--- config.mk ---
export PLATFORM = sky130hd
export DESIGN_NAME = booth_mul_seq
export DESIGN_NICKNAME = d
export VERILOG_FILES = /design/src/rtl/mul_pkg.sv /design/src/rtl/booth_recoder.sv /design/src/rtl/booth_mul_seq.sv
export SDC_FILE = /design/constraint.sdc
export NUM_CORES = 1
export LEC_CHECK = 0
export ABC_AREA = 0
export BUFFER_PORTS_ARGS = -buffer_cell sky130_fd_sc_hd__buf_2
export CORE_AREA = 2 2 161 132
export DETAILED_ROUTE_END_ITERATION = 8
export DIE_AREA = 0 0 163 134
export GPL_ROUTABILITY_DRIVEN = 0
export PLACE_DENSITY = 0.81
export SLEW_MARGIN = 20
export SYNTH_ARGS = -nofsm -noshare
export SYNTH_HDL_FRONTEND = slang
export SYNTH_SLANG_ARGS = --single-unit
--- constraint.sdc ---
create_clock -name clock -period 4.2 [get_ports clock]
set_input_delay 0.84 -clock clock [delete_from_list [all_inputs] [get_ports clock]]
set_output_delay 0.84 -clock clock [all_outputs]
set_load 0.02 [all_outputs]
--- src/rtl/mul_pkg.sv ---
// Shared types and constants for the radix-4 Booth sequential multiplier.
package mul_pkg;

   localparam int WIDTH_DEF = 32;

   function automatic int cnt_width(input int width);
      return $clog2(width / 2 + 2);
   endfunction

   localparam int CNT_W_DEF = cnt_width(WIDTH_DEF);

   typedef enum logic [1:0] {
      IDLE = 2'd0,
      RUN  = 2'd1,
      DONE = 2'd2
   } mul_state_e;

   typedef enum logic [2:0] {
      ZERO   = 3'd0,
      PLUS1  = 3'd1,
      PLUS2  = 3'd2,
      MINUS1 = 3'd3,
      MINUS2 = 3'd4
   } booth_op_e;

endpackage

--- src/rtl/booth_recoder.sv ---
// Radix-4 Booth recoder: bit-pair triplet {q[2i+1], q[2i], q[2i-1]} to a partial-product selector.
module booth_recoder
   import mul_pkg::*;
(
   input  logic [2:0] triplet,
   output booth_op_e  op
);

   // Combinational triplet decode
   always_comb begin
      op = ZERO;
      case (triplet)
         3'b000:  op = ZERO;
         3'b001:  op = PLUS1;
         3'b010:  op = PLUS1;
         3'b011:  op = PLUS2;
         3'b100:  op = MINUS2;
         3'b101:  op = MINUS1;
         3'b110:  op = MINUS1;
         3'b111:  op = ZERO;
         default: op = ZERO;
      endcase
   end

endmodule

--- src/rtl/booth_mul_seq.sv ---
// Sequential signed radix-4 Booth multiplier, one bit pair per clock, start/busy/done handshake.
// Optional unsigned mode when MUL_UNSIGNED_EN is defined (adds port is_unsigned).
module booth_mul_seq
   import mul_pkg::*;
#(
   parameter int WIDTH = WIDTH_DEF
)
(
   input  logic             clock,
   input  logic             clear,
   input  logic             start,
   input  logic [WIDTH-1:0] multiplicand,
   input  logic [WIDTH-1:0] multiplier,
`ifdef MUL_UNSIGNED_EN
   input  logic             is_unsigned,
`endif
   output logic             busy,
   output logic             done,
   output logic [WIDTH-1:0] zhigh,
   output logic [WIDTH-1:0] zlow
);

`ifdef MUL_UNSIGNED_EN
   // Unsigned operands need two extra magnitude bits and one extra bit pair.
   localparam int XW = 2;
`else
   localparam int XW = 0;
`endif
   localparam int ITER  = WIDTH / 2;
   localparam int CNT_W = cnt_width(WIDTH);
   localparam int ACC_W = WIDTH + 2 + XW;
   localparam int OPW   = WIDTH + XW;
   localparam logic [ACC_W-1:0] ACC_ONE = {{(ACC_W-1){1'b0}}, 1'b1};
   localparam logic [CNT_W-1:0] CNT_ONE = {{(CNT_W-1){1'b0}}, 1'b1};

   mul_state_e       state_r;
   logic [ACC_W-1:0] m_r;
   logic [ACC_W-1:0] acc_r;
   logic [OPW-1:0]   q_r;
   logic [OPW-1:0]   lo_r;
   logic             q_m1_r;
   logic [CNT_W-1:0] cnt_r;
   logic [CNT_W-1:0] cnt_last_r;
   logic             unsigned_r;
   logic             busy_r;
   logic             done_r;
   logic [WIDTH-1:0] zhigh_r;
   logic [WIDTH-1:0] zlow_r;

   logic             sign_ext_s;
   logic [ACC_W-1:0] m_load_s;
   logic [OPW-1:0]   q_load_s;
   logic [CNT_W-1:0] cnt_last_load_s;
   booth_op_e        op_s;
   logic [ACC_W-1:0] partial_s;
   logic [ACC_W-1:0] sum_s;
   logic [ACC_W-1:0] acc_next_s;
   logic [OPW-1:0]   lo_next_s;
   logic [WIDTH-1:0] prod_hi_s;
   logic [WIDTH-1:0] prod_lo_s;

   booth_recoder u_recoder (
      .triplet ({q_r[1], q_r[0], q_m1_r}),
      .op      (op_s)
   );

   // Operand extension and iteration count selected at launch
   always_comb begin
`ifdef MUL_UNSIGNED_EN
      sign_ext_s      = ~is_unsigned;
      cnt_last_load_s = is_unsigned ? CNT_W'(ITER) : CNT_W'(ITER - 1);
`else
      sign_ext_s      = 1'b1;
      cnt_last_load_s = CNT_W'(ITER - 1);
`endif
      if (sign_ext_s) begin
         m_load_s = ACC_W'($signed(multiplicand));
         q_load_s = OPW'($signed(multiplier));
      end else begin
         m_load_s = ACC_W'(multiplicand);
         q_load_s = OPW'(multiplier);
      end
   end

   // One Booth step: add the selected partial, then arithmetic shift the pair out into lo
   always_comb begin
      partial_s = '0;
      case (op_s)
         ZERO:    partial_s = '0;
         PLUS1:   partial_s = m_r;
         PLUS2:   partial_s = m_r << 2'd1;
         MINUS1:  partial_s = ~m_r + ACC_ONE;
         MINUS2:  partial_s = ~(m_r << 2'd1) + ACC_ONE;
         default: partial_s = '0;
      endcase
      sum_s      = acc_r + partial_s;
      acc_next_s = ACC_W'($signed(sum_s) >>> 2'd2);
      lo_next_s  = {sum_s[1:0], lo_r[OPW-1:2]};
   end

   // Final product alignment; signed runs in a widened build leave two stale bits at the bottom of lo
   always_comb begin
`ifdef MUL_UNSIGNED_EN
      if (unsigned_r) begin
         prod_hi_s = {acc_next_s[WIDTH-3:0], lo_next_s[WIDTH+1:WIDTH]};
         prod_lo_s = lo_next_s[WIDTH-1:0];
      end else begin
         prod_hi_s = acc_next_s[WIDTH-1:0];
         prod_lo_s = lo_next_s[WIDTH+1:2];
      end
`else
      prod_hi_s = acc_next_s[WIDTH-1:0];
      prod_lo_s = lo_next_s;
`endif
   end

   // Control FSM and datapath registers
   always_ff @(posedge clock) begin
      if (clear) begin
         state_r    <= IDLE;
         m_r        <= '0;
         acc_r      <= '0;
         q_r        <= '0;
         lo_r       <= '0;
         q_m1_r     <= 1'b0;
         cnt_r      <= '0;
         cnt_last_r <= '0;
         unsigned_r <= 1'b0;
         busy_r     <= 1'b0;
         done_r     <= 1'b0;
         zhigh_r    <= '0;
         zlow_r     <= '0;
      end else begin
         case (state_r)
            IDLE: begin
               done_r <= 1'b0;
               if (start) begin
                  m_r        <= m_load_s;
                  q_r        <= q_load_s;
                  q_m1_r     <= 1'b0;
                  acc_r      <= '0;
                  lo_r       <= '0;
                  cnt_r      <= '0;
                  cnt_last_r <= cnt_last_load_s;
                  unsigned_r <= ~sign_ext_s;
                  busy_r     <= 1'b1;
                  state_r    <= RUN;
               end else begin
                  busy_r  <= 1'b0;
                  state_r <= IDLE;
               end
            end
            RUN: begin
               acc_r  <= acc_next_s;
               lo_r   <= lo_next_s;
               q_r    <= q_r >> 2'd2;
               q_m1_r <= q_r[1];
               cnt_r  <= cnt_r + CNT_ONE;
               if (cnt_r == cnt_last_r) begin
                  zhigh_r <= prod_hi_s;
                  zlow_r  <= prod_lo_s;
                  busy_r  <= 1'b0;
                  done_r  <= 1'b1;
                  state_r <= DONE;
               end else begin
                  state_r <= RUN;
               end
            end
            DONE: begin
               done_r  <= 1'b0;
               busy_r  <= 1'b0;
               state_r <= IDLE;
            end
            default: begin
               busy_r  <= 1'b0;
               done_r  <= 1'b0;
               state_r <= IDLE;
            end
         endcase
      end
   end

   assign busy  = busy_r;
   assign done  = done_r;
   assign zhigh = zhigh_r;
   assign zlow  = zlow_r;

endmodule

======== After elaboration in Yosys (flattened, before gate mapping) ========
Memories as Yosys holds them, arrays and structs flattened. A register that Yosys moved wholly into a read port is not among the register bits.
Index checks and enable logic that the tools add are counted.
word-level totals
  register bits ........................... 205
  ROM bits ................................ 24
  input port bits ......................... 67
  output and inout port bits .............. 66
  memories ................................ 1
operators by class
  add/subtract/negate cells ............... 4
  equal/unequal tests ..................... 8
  muxes and demuxes ....................... 19
  bitwise logic cells ..................... 3
  reduce and logical (&&, ||, !) cells .... 6
memories
  memory            words  bits a word  read ports  clocked after memory_dff  wr ports  line                 source
  (name not given)  8      3            1           1                         0         booth_recoder.sv:12  case (triplet)
operators by type and width
  kind                   number
  $pmux 34 s4            1
  $pmux 32 s2            2
  $add 34x1->34 const B  2
  $not 34->34            2
  $pmux 34 s2            1
  $mux 32                2
  $add 34x34->34         1
  $mux 34                1
  $pmux 5 s2             1
  $eq 3x2->1 const B     2
  $mux 3                 2
  $reduce_and 2->1       3
  $add 5x1->5 const B    1
  $eq 5x4->1             1
  $mux 5                 1
  $mux 1                 4
  $ne 2x2->1 const B     2
  $pmux 1 s2             2
  $pmux 2 s2             1
  $eq 3x1->1 const B     1
  $eq 3x3->1 const B     1
  $eq 2x1->1 const B     1
  $logic_not 2->1        1
  $mux 2                 1
  other kinds (3)        3

======== Logic depth before layout (Yosys ltp) ========
Gate-level depths: netlist (run 1).
  word-level depth ........................ 5
  mapped depth ............................ 20

======== Cells and area by module ========
Synthesis (run 1) repeated with hierarchy kept, for this count alone.
second synthesis, totals
  cell total of the unflattened synthesis .. 1,326
  area, all modules ....................... 10,344.9 um2
by module, submodules not included
  module         instances  cells each  area an instance (um2)
  booth_mul_seq  1          1,319       10,286.1
  booth_recoder  1          7           58.8

======== Least setup slack after synthesis (run 1) ========
Ideal clock, no wire load.
  path kind ............................... reg-to-reg
  start point ............................. register m_r[0]
  end point ............................... register zhigh_r[31] (netlist: zhigh[31])
  setup time .............................. 0.117 ns
  arrival ................................. 4.196 ns
  data required time ...................... 4.083 ns
  setup slack ............................. -0.113 ns
  cell stages (with the launch flop) ...... 21
  period minus slack after synthesis ...... 4.313 ns
  cells stage by stage .................... dfxtp_1 -> inv_1 -> ha_1 -> or3b_4 -> nor4_4 -> nand2_1 -> or2_2 -> nor3_1 -> nand2b_1 -> xor2_1 -> o22ai_1 -> ha_1 -> clkbuf_1 -> a21oi_1 -> o21ai_0 -> a21boi_1 -> o221a_2 -> o21a_1 -> o31ai_1 -> xnor3_1 -> a22o_1
on the way
  word-level cells in the longest chain between the ends .. 4
ends and longest elaborated chain
  item                              line                                      source
  from (decl)                       booth_mul_seq.sv:37                       logic [ACC_W-1:0] m_r;
  from (signal assigned)            booth_mul_seq.sv:138                      m_r <= m_load_s;
  $not 34->34 (on tied branches)    booth_mul_seq.sv:92, booth_mul_seq.sv:93
  $add 34x1->34 (on tied branches)  booth_mul_seq.sv:92, booth_mul_seq.sv:93
  $pmux 34 s4 *                     booth_mul_seq.sv:88                       case (op_s)
  $add 34x34->34 *                  booth_mul_seq.sv:96                       sum_s = acc_r + partial_s;
  to (signal assigned)              booth_mul_seq.sv:160                      zhigh_r <= prod_hi_s;
  to (decl)                         booth_mul_seq.sv:47                       logic [WIDTH-1:0] zhigh_r;
Mark *: on every way between the ends. The rest lies on a longest branch, timed or not.
A chain may end at the register's enable or synchronous reset.

======== Final worst setup path (run 1) ========
  start point ............................. register m_r[1]
  end point ............................... register zhigh_r[30] (netlist: zhigh[30])
The elaborated chain is that of the path after synthesis.

==> flow_metrics.tcl, run 1 <==
set metrics [dict create \
    drt_first_iter_violations 1041 \
    met3_wirelength_um 2194 \
    syn_inst 1313 \
    dp_slack_ns -0.1319 \
    cp.required_ns 4.65 \
    post_route_cells_drive_above_1_share_pct 24.63 \
    numClockSinks 204 \
    run_status "finished, violations left" \
    comb_power_share_pct 21.2 \
    place_hpwl_um 20290 \
    synthFlopType "sky130_fd_sc_hd__dfxtp_1" \
    timing.clock.skew_ns 0.01250 \
    grt_max_degree 64 \
    setup_viol 5 \
    failed_checks "setup timing" \
    slew_headroom_pct 49.63 \
    clk_path_buf_depth 3 \
    slew_viol_final 0 \
    grt_antenna_before_repair 0 \
    floorplan.rows 47 \
    leakage_nw 5.637 \
    grt_first_pass_wirelength_um 47090 \
    post_synth_instance_area_mm2 0.01058 \
    fp.dieW_um 163 \
    avgViaCountPerCell 6.003 \
    hold_viol 0 \
    synth_sequential_area_ratio_pct 38.60 \
    ctsRootBufferMaster "sky130_fd_sc_hd__clkbuf_16" \
    synth.distinct_cells 68 \
    top_level_ports 133 \
    route.vias.total 10559 \
    cts_max_level 1 \
    critical_path.endpoint_type "flop" \
    area_delta_synth_final_pct 24.53 \
    antenna_violating_nets_post_route 0 \
    synth-warning-count 0 \
    timing.critical_path.from_type "flop" \
    grt.total_usage_pct 25.89 \
    layout.nets 1581 \
    vias_in_the_first_global_route 9612 \
    hold-worst-slack_ns 0.4498 \
    netSwitchingFraction_pct 29.16 \
    critPathKind "reg -> reg" \
    max_clock_freq_ghz 0.2353 \
    grt_setup_unrepaired "true" \
    fp.coreArea_mm2 0.02029 \
    place.port_buffers 132 \
    cts_tree "yes" \
    reg2reg_from "m_r[1]" \
    synth.net_count 1417 \
    critical_path.max_fanout 5 \
    yosys_register_bits 204 \
    full_die_area_mm2 0.02184 \
    drt_pass1_iterations 6 \
    clock_insertion_delay_worst_skew_ns 0.51 \
    power.density_mw_per_mm2 401.4 \
    synthesis.area_per_instance_um2 8.057 \
    detail_route.drc_violations 0 \
    setup_ws_ns -0.05006 \
    ir_worst_vdd_mv 0.3738 \
    num_antenna_cells 0 \
    min-delay-start "zhigh[15]" \
    floorplan.initialDensity_pct 52.14 \
    power_switching_mw 1.542 \
    synth-async-reset-ratio_pct 0 \
    maxCapViolCount 0 \
    wirelength_um 30020 \
    clock_power_share_pct 39.1 \
    m1WireLength_um 13420 \
    timing_worst_slew_pin_value_ns 0.7545 \
    worst_path_clk_slew_ns 0.06 \
    post-route-min-period_ns 4.250 \
    power_report.internal_total_mw 3.746 \
    cp.arrival_ns 4.70 \
    die_height_um 134 \
    cts_hold_buffers 0 \
    min_path_type "reg -> reg" \
    sequentialPowerShare_pct 39.7 \
    met2_wire_len_um 13670 \
    drt-wirelength-per-cell_um 17.06 \
    highest_layer "met4" \
    period_share_pct 101.2 \
    synth-edff-count 0 \
    cts_buffers 22 \
    crit_start "m_r[1]" \
    overflow_left_after_global_routing 0 \
]
path summary, 6_finish.rpt:
path	end	slack, ns	cells after the start
worst max-delay path	zhigh[30]	-0.05	19
worst min-delay path	zhigh[15]	0.45	2
worst max register to register	zhigh[30]	-0.05	19
worst min register to register	zhigh[15]	0.45	2
Yosys cell counts (4+ instances only):
| cell | instances | area (um2) |
|---|---|---|
| sky130_fd_sc_hd__a21o_1 | 16 | 120.1 |
| sky130_fd_sc_hd__or3_1 | 18 | 112.6 |
| sky130_fd_sc_hd__o21a_1 | 11 | 82.58 |
| sky130_fd_sc_hd__buf_2 | 8 | 40.04 |
| sky130_fd_sc_hd__o22ai_1 | 32 | 200.2 |
| sky130_fd_sc_hd__nand3b_1 | 7 | 52.55 |
| sky130_fd_sc_hd__nand2_1 | 243 | 912.1 |
| sky130_fd_sc_hd__or4_1 | 4 | 30.03 |
| sky130_fd_sc_hd__nor2_1 | 95 | 356.6 |
| sky130_fd_sc_hd__ha_1 | 36 | 450.4 |
| sky130_fd_sc_hd__a211oi_1 | 6 | 45.04 |
| sky130_fd_sc_hd__buf_1 | 15 | 56.30 |
| sky130_fd_sc_hd__and2_1 | 5 | 31.28 |
| sky130_fd_sc_hd__nand3_1 | 26 | 130.1 |
| sky130_fd_sc_hd__xor2_1 | 34 | 297.8 |
| sky130_fd_sc_hd__a22oi_1 | 21 | 157.7 |
| sky130_fd_sc_hd__nor3b_1 | 5 | 37.54 |
| sky130_fd_sc_hd__inv_1 | 15 | 56.30 |
| sky130_fd_sc_hd__o21ai_0 | 57 | 285.3 |
| sky130_fd_sc_hd__nand4_1 | 10 | 62.56 |
| sky130_fd_sc_hd__clkbuf_1 | 78 | 292.8 |
| sky130_fd_sc_hd__dfxtp_1 | 204 | 4084 |
| sky130_fd_sc_hd__nor3_1 | 13 | 65.06 |
| sky130_fd_sc_hd__nand2b_1 | 19 | 118.9 |
| sky130_fd_sc_hd__or2_2 | 5 | 31.28 |
| sky130_fd_sc_hd__a311oi_1 | 31 | 271.5 |
| sky130_fd_sc_hd__xnor2_1 | 28 | 245.2 |
| sky130_fd_sc_hd__a31oi_1 | 6 | 37.54 |
| sky130_fd_sc_hd__nor2b_1 | 8 | 50.05 |
| sky130_fd_sc_hd__o211ai_1 | 7 | 52.55 |
| sky130_fd_sc_hd__o31ai_1 | 4 | 30.03 |
| sky130_fd_sc_hd__a22o_1 | 84 | 735.7 |
| sky130_fd_sc_hd__a21oi_1 | 118 | 590.6 |
per-layer routing:
metal  vias to the layer above  track usage (%)
met5                         -                0
met3                        61            3.587
met1                      4990            36.49
met4                         0            6.883
li1                       5043                -
met2                       465            41.78
power by group through the flow:
stage | sequential, mW | clock (mW) | combinational [mW]
2_1_floorplan | 2.13 | 0 | 0.673
3_3_place_gp | 2.13 | 0 | 0.994
3_5_place_dp | 2.13 | 0 | 1.02
4_1_cts | 2.09 | 2.10 | 1.04
5_1_grt | 2.11 | 2.18 | 1.21
6_report | 2.10 | 2.07 | 1.12
area by class of cell:
| type | instances | area, um2 |
|---|---|---|
| Fill cell | 1670 | 7114 |
| Clock buffer | 26 | 606.8 |
| Inverter | 16 | 60.06 |
| Clock inverter | 11 | 167.7 |
| Multi-Input combinational cell | 991 | 6420 |
| Sequential cell | 204 | 4086 |
| Timing Repair Buffer | 242 | 1496 |
| Tap cell | 269 | 336.6 |
state kept, by name, summed over array words and instances, names as in the netlist:
register and cells:
q_m1_r 1, zlow 32, done 1, q_r 32, cnt_last_r 1, cnt_r 5
busy 1, state_r 2, lo_r 30, acc_r 32, m_r 32, u_recoder.op 3
zhigh 32
timing repair:
action | CTS | global route
resized for setup | 11 | 77
setup buffers | 3 | 6
pin swaps | 7 | 45
endpoints found under the setup margin | 23 | 42
per-stage QoR:
step / cell area (um2) / cells / util, % / setup TNS (ns) / total power [mW]
after floorplan: 10590 / 1313 / - / 0 / 2.801
after CTS: 12810 / 1754 / 63.13 / -0.03580 / 5.227
final: 13170 / 1759 / 64.93 / -0.1417 / 5.288
after global routing: 13170 / 1759 / 64.93 / -2.787 / 5.502
after detailed placement: 11970 / 1714 / 59.00 / -0.8416 / 3.152
after global placement: 11970 / 1714 / 59.00 / -0.004373 / 3.125
critical path, cell delays in order (launching register included):
cell and delay (ns):
sky130_fd_sc_hd__dfxtp_2 0.32, sky130_fd_sc_hd__buf_4 0.15, sky130_fd_sc_hd__or4_4 0.56, sky130_fd_sc_hd__nor4_4 0.26
sky130_fd_sc_hd__nand2_1 0.17, sky130_fd_sc_hd__or2_2 0.32, sky130_fd_sc_hd__nand2_1 0.09, sky130_fd_sc_hd__xnor2_1 0.14
sky130_fd_sc_hd__a22oi_1 0.11, sky130_fd_sc_hd__o22ai_1 0.20, sky130_fd_sc_hd__ha_2 0.37, sky130_fd_sc_hd__buf_6 0.14
sky130_fd_sc_hd__a21oi_4 0.14, sky130_fd_sc_hd__o21ai_1 0.08, sky130_fd_sc_hd__a21oi_1 0.25, sky130_fd_sc_hd__o21ai_1 0.14
sky130_fd_sc_hd__a21oi_2 0.23, sky130_fd_sc_hd__o21ai_2 0.13, sky130_fd_sc_hd__nor4b_2 0.28, sky130_fd_sc_hd__a211o_1 0.12
cells by family after synthesis:
kind of cell	Yosys count	synth area share (%)
and+or+nand+nor	473	20.45
AOI/OAI and AO/OA	414	26.40
DFF	204	38.60
buffers and inverters	118	4.352
xor gates and xnor gates	63	5.346
adders and majority gates	37	4.447
muxes	4	0.4021
layout by cell type (no fill, tap or decap), drive strengths merged, types with 3 or more instances in the layout:
cell type  count
nand2        243
buf          242
dfxtp        204
a21oi        118
nor2          96
a22o          84
o21ai         59
ha            36
xor2          34
o22ai         32
a311oi        31
xnor2         28
nand3         26
clkbuf        26
a22oi         21
or3           20
nand2b        19
a21o          16
inv           16
nor3          14
o21a          11
nand4         11
nor2b          8
nand3b         7
o211ai         7
a211oi         6
a31oi          6
nor3b          5
or4            5
and2           5
or2            5
clkinv         5
bufinv         4
o31ai          4
nor4           3
a21boi         3
Power figures use the tool's default switching activity.
==> inputs of run 2 (changes only) <==
--- a/config.mk
+++ b/config.mk
@@ -8,6 +8,7 @@
 export ABC_AREA = 0
 export BUFFER_PORTS_ARGS = -buffer_cell sky130_fd_sc_hd__buf_2
 export CORE_AREA = 2 2 161 132
+export CTS_BUF_LIST = sky130_fd_sc_hd__clkbuf_8 sky130_fd_sc_hd__clkbuf_16
 export DETAILED_ROUTE_END_ITERATION = 8
 export DIE_AREA = 0 0 163 134
 export GPL_ROUTABILITY_DRIVEN = 0
==> run 2 against run 1 <==
Net effect:
- sequential cell count unchanged
- critical path type unchanged
- critical endpoint unchanged
- clock skew about the same
- fmax decreased by 0.22%
- utilization unchanged
- the flow still finishes with violations (setup timing)
- largest cell class unchanged
==> flow_metrics.tcl, run 2 (synthesis gave the netlist of run 1 again) <==
set metrics [dict create \
    floorplan.initialDensity_pct 52.14 \
    post_route_cells_drive_above_1_share_pct 24.63 \
    cts_hold_buffers 0 \
    cp.arrival_ns 4.71 \
    critical_path.endpoint_type "flop" \
    timing_worst_slew_pin_value_ns 0.7540 \
    failed_checks "setup timing" \
    area_delta_synth_final_pct 24.53 \
    place.port_buffers 132 \
    setup_ws_ns -0.05936 \
    ff2ff_path_depth 19 \
    post-route-min-period_ns 4.259 \
    maxCapViolCount 0 \
    r2r_end "zhigh[30]" \
    clk_path_buf_depth 3 \
    run_status "finished, violations left" \
    detail_route.drc_violations 0 \
    ctsRootBufferMaster "sky130_fd_sc_hd__clkbuf_16" \
    max_clock_freq_ghz 0.2348 \
    timing.critical_path.from_type "flop" \
    cts_max_level 1 \
    post-route-util_pct 64.93 \
    layout.nets 1581 \
    drt-wirelength-per-cell_um 17.06 \
    ir_worst_vdd_mv 0.3736 \
    worst-r2r-setup-slack_ns -0.06 \
    dp_slack_ns -0.1319 \
    worst_path_clk_slew_ns 0.06 \
    floorplan.rows 47 \
    die_height_um 134 \
    leakage_nw 5.641 \
    final-instance-count-excl-fill 1759 \
    critical_path.max_fanout 5 \
    reg2reg_from "m_r[1]" \
    num_antenna_cells 0 \
    layout_commonest_cell "sky130_fd_sc_hd__nand2_1" \
    drt_pass1_iterations 5 \
    power.density_mw_per_mm2 401.2 \
    clock_insertion_delay_worst_skew_ns 0.51 \
    hold_viol 0 \
    drt_first_iter_violations 1041 \
    grt_setup_unrepaired "true" \
    slew_viol_final 0 \
    cp.required_ns 4.65 \
    wirelength_um 30020 \
    antenna_violating_nets_post_route 0 \
    layout_common_cells "sky130_fd_sc_hd__nand2_1, sky130_fd_sc_hd__dfxtp_1, sky130_fd_sc_hd__buf_2, sky130_fd_sc_hd__buf_4, sky130_fd_sc_hd__a21oi_1" \
    worstHoldPathCells 2 \
    grt.total_usage_pct 25.89 \
    fp.dieW_um 163 \
    avgViaCountPerCell 5.991 \
    grt_max_degree 64 \
    slew_headroom_pct 49.66 \
    fp.coreArea_mm2 0.02029 \
    grt_antenna_before_repair 0 \
    timing.clock.skew_ns 0.01265 \
    post-place-cells 1714 \
    min-delay-start "zhigh[15]" \
    critPathKind "reg -> reg" \
    place_hpwl_um 20290 \
    cts_buffers 22 \
    full_die_area_mm2 0.02184 \
    route.vias.total 10538 \
    top_level_ports 133 \
    min_delay_worst_endpoint "zhigh[15]" \
    setup_viol 6 \
    period_share_pct 101.4 \
    min_path_type "reg -> reg" \
    overflow_left_after_global_routing 0 \
    cts_tree "yes" \
    grt_first_pass_wirelength_um 47090 \
    vias_in_the_first_global_route 9612 \
    numClockSinks 204 \
]
-- run 2: critical path: stages (launching register included) --
cell	delay, ns
sky130_fd_sc_hd__dfxtp_2	0.32
sky130_fd_sc_hd__buf_4	0.15
sky130_fd_sc_hd__or4_4	0.56
sky130_fd_sc_hd__nor4_4	0.26
sky130_fd_sc_hd__nand2_1	0.17
sky130_fd_sc_hd__or2_2	0.32
sky130_fd_sc_hd__nand2_1	0.09
sky130_fd_sc_hd__xnor2_1	0.14
sky130_fd_sc_hd__a22oi_1	0.11
sky130_fd_sc_hd__o22ai_1	0.21
sky130_fd_sc_hd__ha_2	0.37
sky130_fd_sc_hd__buf_6	0.14
sky130_fd_sc_hd__a21oi_4	0.14
sky130_fd_sc_hd__o21ai_1	0.08
sky130_fd_sc_hd__a21oi_1	0.25
sky130_fd_sc_hd__o21ai_1	0.14
sky130_fd_sc_hd__a21oi_2	0.23
sky130_fd_sc_hd__o21ai_2	0.13
sky130_fd_sc_hd__nor4b_2	0.28
sky130_fd_sc_hd__a211o_1	0.12
-- run 2: worst max path at each step --
stage	from	endpoint	slack, ns	cells past startpoint
after floorplan	m_r[0]	zhigh[24]	0.005	17
after global placement	m_r[0]	zhigh[24]	-0.004	18
after CTS	m_r[0]	zhigh[24]	-0.03	18
final	m_r[1]	zhigh[30]	-0.06	19
after detailed placement	m_r[0]	zhigh[24]	-0.13	18
after global routing	m_r[0]	zhigh[26]	-0.19	21
-- run 2: layout make-up --
type	instances	area [um2]
well taps	269	336.6
flip-flops and latches	204	4086
clock buffers	25	603.1
fillers	1670	7114
inverters	16	60.06
multi-input cells	991	6420
clock inverters	12	171.4
repair buffers	242	1496
-- run 2: power by group --
group | switching [mW] | total [mW] | internal (mW)
Combinational | 0.674 | 1.12 | 0.447
Clock | 0.791 | 2.07 | 1.27
Sequential | 0.0760 | 2.10 | 2.02
-- run 2: timing repair --
action / 4_1_cts / 5_1_grt
gates resized for setup: 11 / 77
setup endpoints to repair: 23 / 42
pin swaps: 7 / 45
setup buffers: 3 / 6
-- run 2: stage by stage --
step | hold WS [ns] | cell area [um2] | TNS (ns) | power (mW)
2_1_floorplan | 0.4315 | 10590 | 0 | 2.801
3_3_place_gp | 0.4349 | 11970 | -0.004373 | 3.125
3_5_place_dp | 0.4439 | 11970 | -0.8416 | 3.152
4_1_cts | 0.4517 | 12810 | -0.03580 | 5.225
5_1_grt | 0.4786 | 13170 | -2.787 | 5.500
6_report | 0.4497 | 13170 | -0.1719 | 5.285
-- run 2: metal layers --
layer,up-vias,GRT usage (%),share of wire [%]
li1,5040,-,-
met1,4974,36.49,44
met2,470,41.78,45
met4,0,6.883,2.5
met3,54,3.587,8.0
met5,-,0,0
==> inputs of run 3 (changes only) <==
--- a/config.mk
+++ b/config.mk
@@ -5,12 +5,12 @@
 export SDC_FILE = /design/constraint.sdc
 export NUM_CORES = 1
 export LEC_CHECK = 0
-export ABC_AREA = 0
+export ABC_AREA = 1
 export BUFFER_PORTS_ARGS = -buffer_cell sky130_fd_sc_hd__buf_2
-export CORE_AREA = 2 2 161 132
+export CORE_AREA = 2 2 165 135
 export CTS_BUF_LIST = sky130_fd_sc_hd__clkbuf_8 sky130_fd_sc_hd__clkbuf_16
 export DETAILED_ROUTE_END_ITERATION = 8
-export DIE_AREA = 0 0 163 134
+export DIE_AREA = 0 0 167 137
 export GPL_ROUTABILITY_DRIVEN = 0
 export PLACE_DENSITY = 0.81
 export SLEW_MARGIN = 20
==> run 3 against run 2 <==
Net effect:
- the flow now finishes without violations
- first-iteration DRC count grew 5.0%
- sequential share of layout area grew 1.4 points
- worst hold slack gained 0.013 ns
- cell count grew 11%
- area after synthesis grew 4.8%
- critical endpoint is now acc_r[22]
- largest cell class unchanged
==> flow_metrics.tcl, run 3 <==
set metrics [dict create \
    final_area_mm2 0.01260 \
    setup_viol 0 \
    worst-r2r-setup-slack_ns 0.44 \
    overflow_left_after_global_routing 0 \
    drt-wirelength-per-cell_um 15.30 \
    syn_inst 1574 \
    synth-async-reset-ratio_pct 0 \
    synth-edff-count 0 \
    grt_antenna_before_repair 0 \
    top_level_ports 133 \
    place.port_buffers 132 \
    highest_layer "met4" \
    clock_insertion_delay_worst_skew_ns 0.51 \
    post-route-min-period_ns 3.755 \
    worst_path_clk_slew_ns 0.06 \
    full_die_area_mm2 0.02288 \
    fp.coreArea_mm2 0.02120 \
    synthesis.area_per_instance_um2 7.045 \
    yosysMostFrequentCell "sky130_fd_sc_hd__nand2_1" \
    synth.net_count 1678 \
    cts_buffers 22 \
    fp.dieW_um 167 \
    ys_top_cells_by_area "sky130_fd_sc_hd__dfxtp_1, sky130_fd_sc_hd__nand2_1, sky130_fd_sc_hd__o21ai_0" \
    dp_slack_ns 0.6308 \
    drt_first_iter_violations 1093 \
    die_height_um 137 \
    synth.distinct_cells 60 \
    synth-warning-count 0 \
    synth.top_cell.area_share_pct 36.83 \
    hold_viol 0 \
    timing.clock.skew_ns 0.01468 \
    slew_viol_final 0 \
    ir_worst_vdd_mv 0.2866 \
    post_route_cells_drive_above_1_share_pct 14.40 \
    place_hpwl_um 21600 \
    area_delta_synth_final_pct 13.61 \
    synthFlopType "sky130_fd_sc_hd__dfxtp_1" \
    cts_tree "yes" \
    critPathKind "reg -> reg" \
    cp.arrival_ns 4.19 \
    layout_commonest_cell "sky130_fd_sc_hd__nand2_1" \
    yosys_register_bits 204 \
    timing.critical_path.from_type "flop" \
    run_status "finished, final reports clean" \
    slew_headroom_pct 34.95 \
    cp_dominant_cell_by_count "sky130_fd_sc_hd__nand2_1" \
    vias_in_the_first_global_route 9773 \
    critical_path.endpoint_type "flop" \
    met2_wire_len_um 13370 \
    totalNegativeSetupSlack_ns 0 \
    multi_input_comb_area_mm2 0.006066 \
    min_path_type "reg -> reg" \
    avgViaCountPerCell 5.644 \
    synth.largest_area_cell "sky130_fd_sc_hd__dfxtp_1" \
    wirelength_um 29940 \
    critical_path.max_fanout 24 \
    antenna_violating_nets_post_route 0 \
    setup_ws_ns 0.4449 \
    slowest_delay_ns 0.58 \
    cts_max_level 1 \
    grt_first_pass_wirelength_um 48220 \
    timing_worst_slew_pin_value_ns 0.9744 \
    ctsRootBufferMaster "sky130_fd_sc_hd__clkbuf_16" \
    max_clock_freq_ghz 0.2663 \
    dpl_cell_area_mm2 0.01190 \
    detail_route.drc_violations 0 \
    leakage_nw 5.520 \
    floorplan.initialDensity_pct 52.30 \
    grt_setup_unrepaired "false" \
    grt_max_degree 100 \
    area.sequential_mm2 0.004084 \
    layout_common_cells "sky130_fd_sc_hd__nand2_1, sky130_fd_sc_hd__dfxtp_1, sky130_fd_sc_hd__inv_1, sky130_fd_sc_hd__o21ai_0, sky130_fd_sc_hd__buf_2" \
    route.vias.total 11039 \
    crit_chain "nor2_2 > nand2_1 > o22ai_1 > a21oi_1 > o21ai_0 > ha_1 > a21oi_1 > nand2_1 > nand2_1 > nand2_2 > nand2_1 > nand2_1 > nand2_1 > nand2_1 > xor2_1 > nand2_1 > a21oi_1" \
    floorplan.rows 48 \
    met3_wirelength_um 1765 \
    maxCapViolCount 0 \
    grt.total_usage_pct 25.24 \
    numClockSinks 204 \
    fillers 1974 \
    clk_path_buf_depth 3 \
    cp.required_ns 4.64 \
    crit_path_top_delay_cell "sky130_fd_sc_hd__nand2_1" \
    netlist_top_cells_count "sky130_fd_sc_hd__nand2_1, sky130_fd_sc_hd__dfxtp_1, sky130_fd_sc_hd__inv_1" \
    power.density_mw_per_mm2 421.6 \
    post_synth_instance_area_mm2 0.01109 \
    synth_sequential_area_ratio_pct 36.83 \
    drt_pass1_iterations 6 \
    m1WireLength_um 13770 \
    num_antenna_cells 0 \
    layout.nets 1772 \
    post-route-util_pct 59.42 \
    cts_hold_buffers 0 \
    cts_resized 0 \
    period_share_pct 89.41 \
    cts_post_setup_buffers_inserted 0 \
]
run 3: changes by cell type after synthesis, sizes merged, moves of 35 or more:
cell   delta
a22o     -84
nand2   +100
nand3    +98
o21ai   +100
inv     +153
nor2     +35
run 3: layout make-up:
type                    instances  share of cell area, %
multi-input cells            1125                  48.15
clock inverters                12                 0.7151
repair buffers                145                  6.118
flip-flops and latches        204                  32.42
clock buffers                  25                  4.787
inverters                     170                  5.075
well taps                     275                  2.731
run 3: worst paths after layout:
path / start / end / depth (start not counted)
max: u_recoder.op[2] / acc_r[22] / 17
min: q_r[30] / q_r[30] / 2
max reg2reg: u_recoder.op[2] / acc_r[22] / 17
min reg2reg: q_r[30] / q_r[30] / 2
run 3: critical path, delay by kind of cell (launching register included):
family          cells  cell delay [ns]
simple gates       10             1.76
compound gates      5             0.90
flops               1             0.35
fa+ha+maj           1             0.33
xor+xnor            1             0.30
run 3: per-stage QoR:
stage / cells / hold WS (ns) / power (mW)
2_1_floorplan: 1574 / 0.4410 / 3.127
3_3_place_gp: 1919 / 0.4408 / 3.430
3_5_place_dp: 1919 / 0.4457 / 3.457
4_1_cts: 1956 / 0.4567 / 5.321
5_1_grt: 1956 / 0.4901 / 5.561
6_report: 1956 / 0.4630 / 5.311
run 3: kinds of logic (layout without fill, tap and decap cells):
kind of cell	count (synthesis)	after routing	synth area share [%]
adder cells (fa/ha/maj)	37	37	4.243
buffers and inverters	245	352	8.531
AND/OR/NAND/NOR	639	639	25.51
flip-flops	204	204	36.83
XOR/XNOR	28	28	2.279
AO/OA/AOI/OAI	421	421	22.60
run 3: layer usage:
metal  GRT usage (%)  vias to the layer above
li1                -                     5519
met1           34.71                     5046
met2           41.24                      392
met3           2.950                       82
met4           9.004                        0
met5               0                        -
run 3: power breakdown:
part / internal (mW) / total [mW] / switching, mW
Combinational: 0.402 / 1.26 / 0.862
Sequential: 2.07 / 2.17 / 0.0998
Clock: 1.09 / 1.87 / 0.786
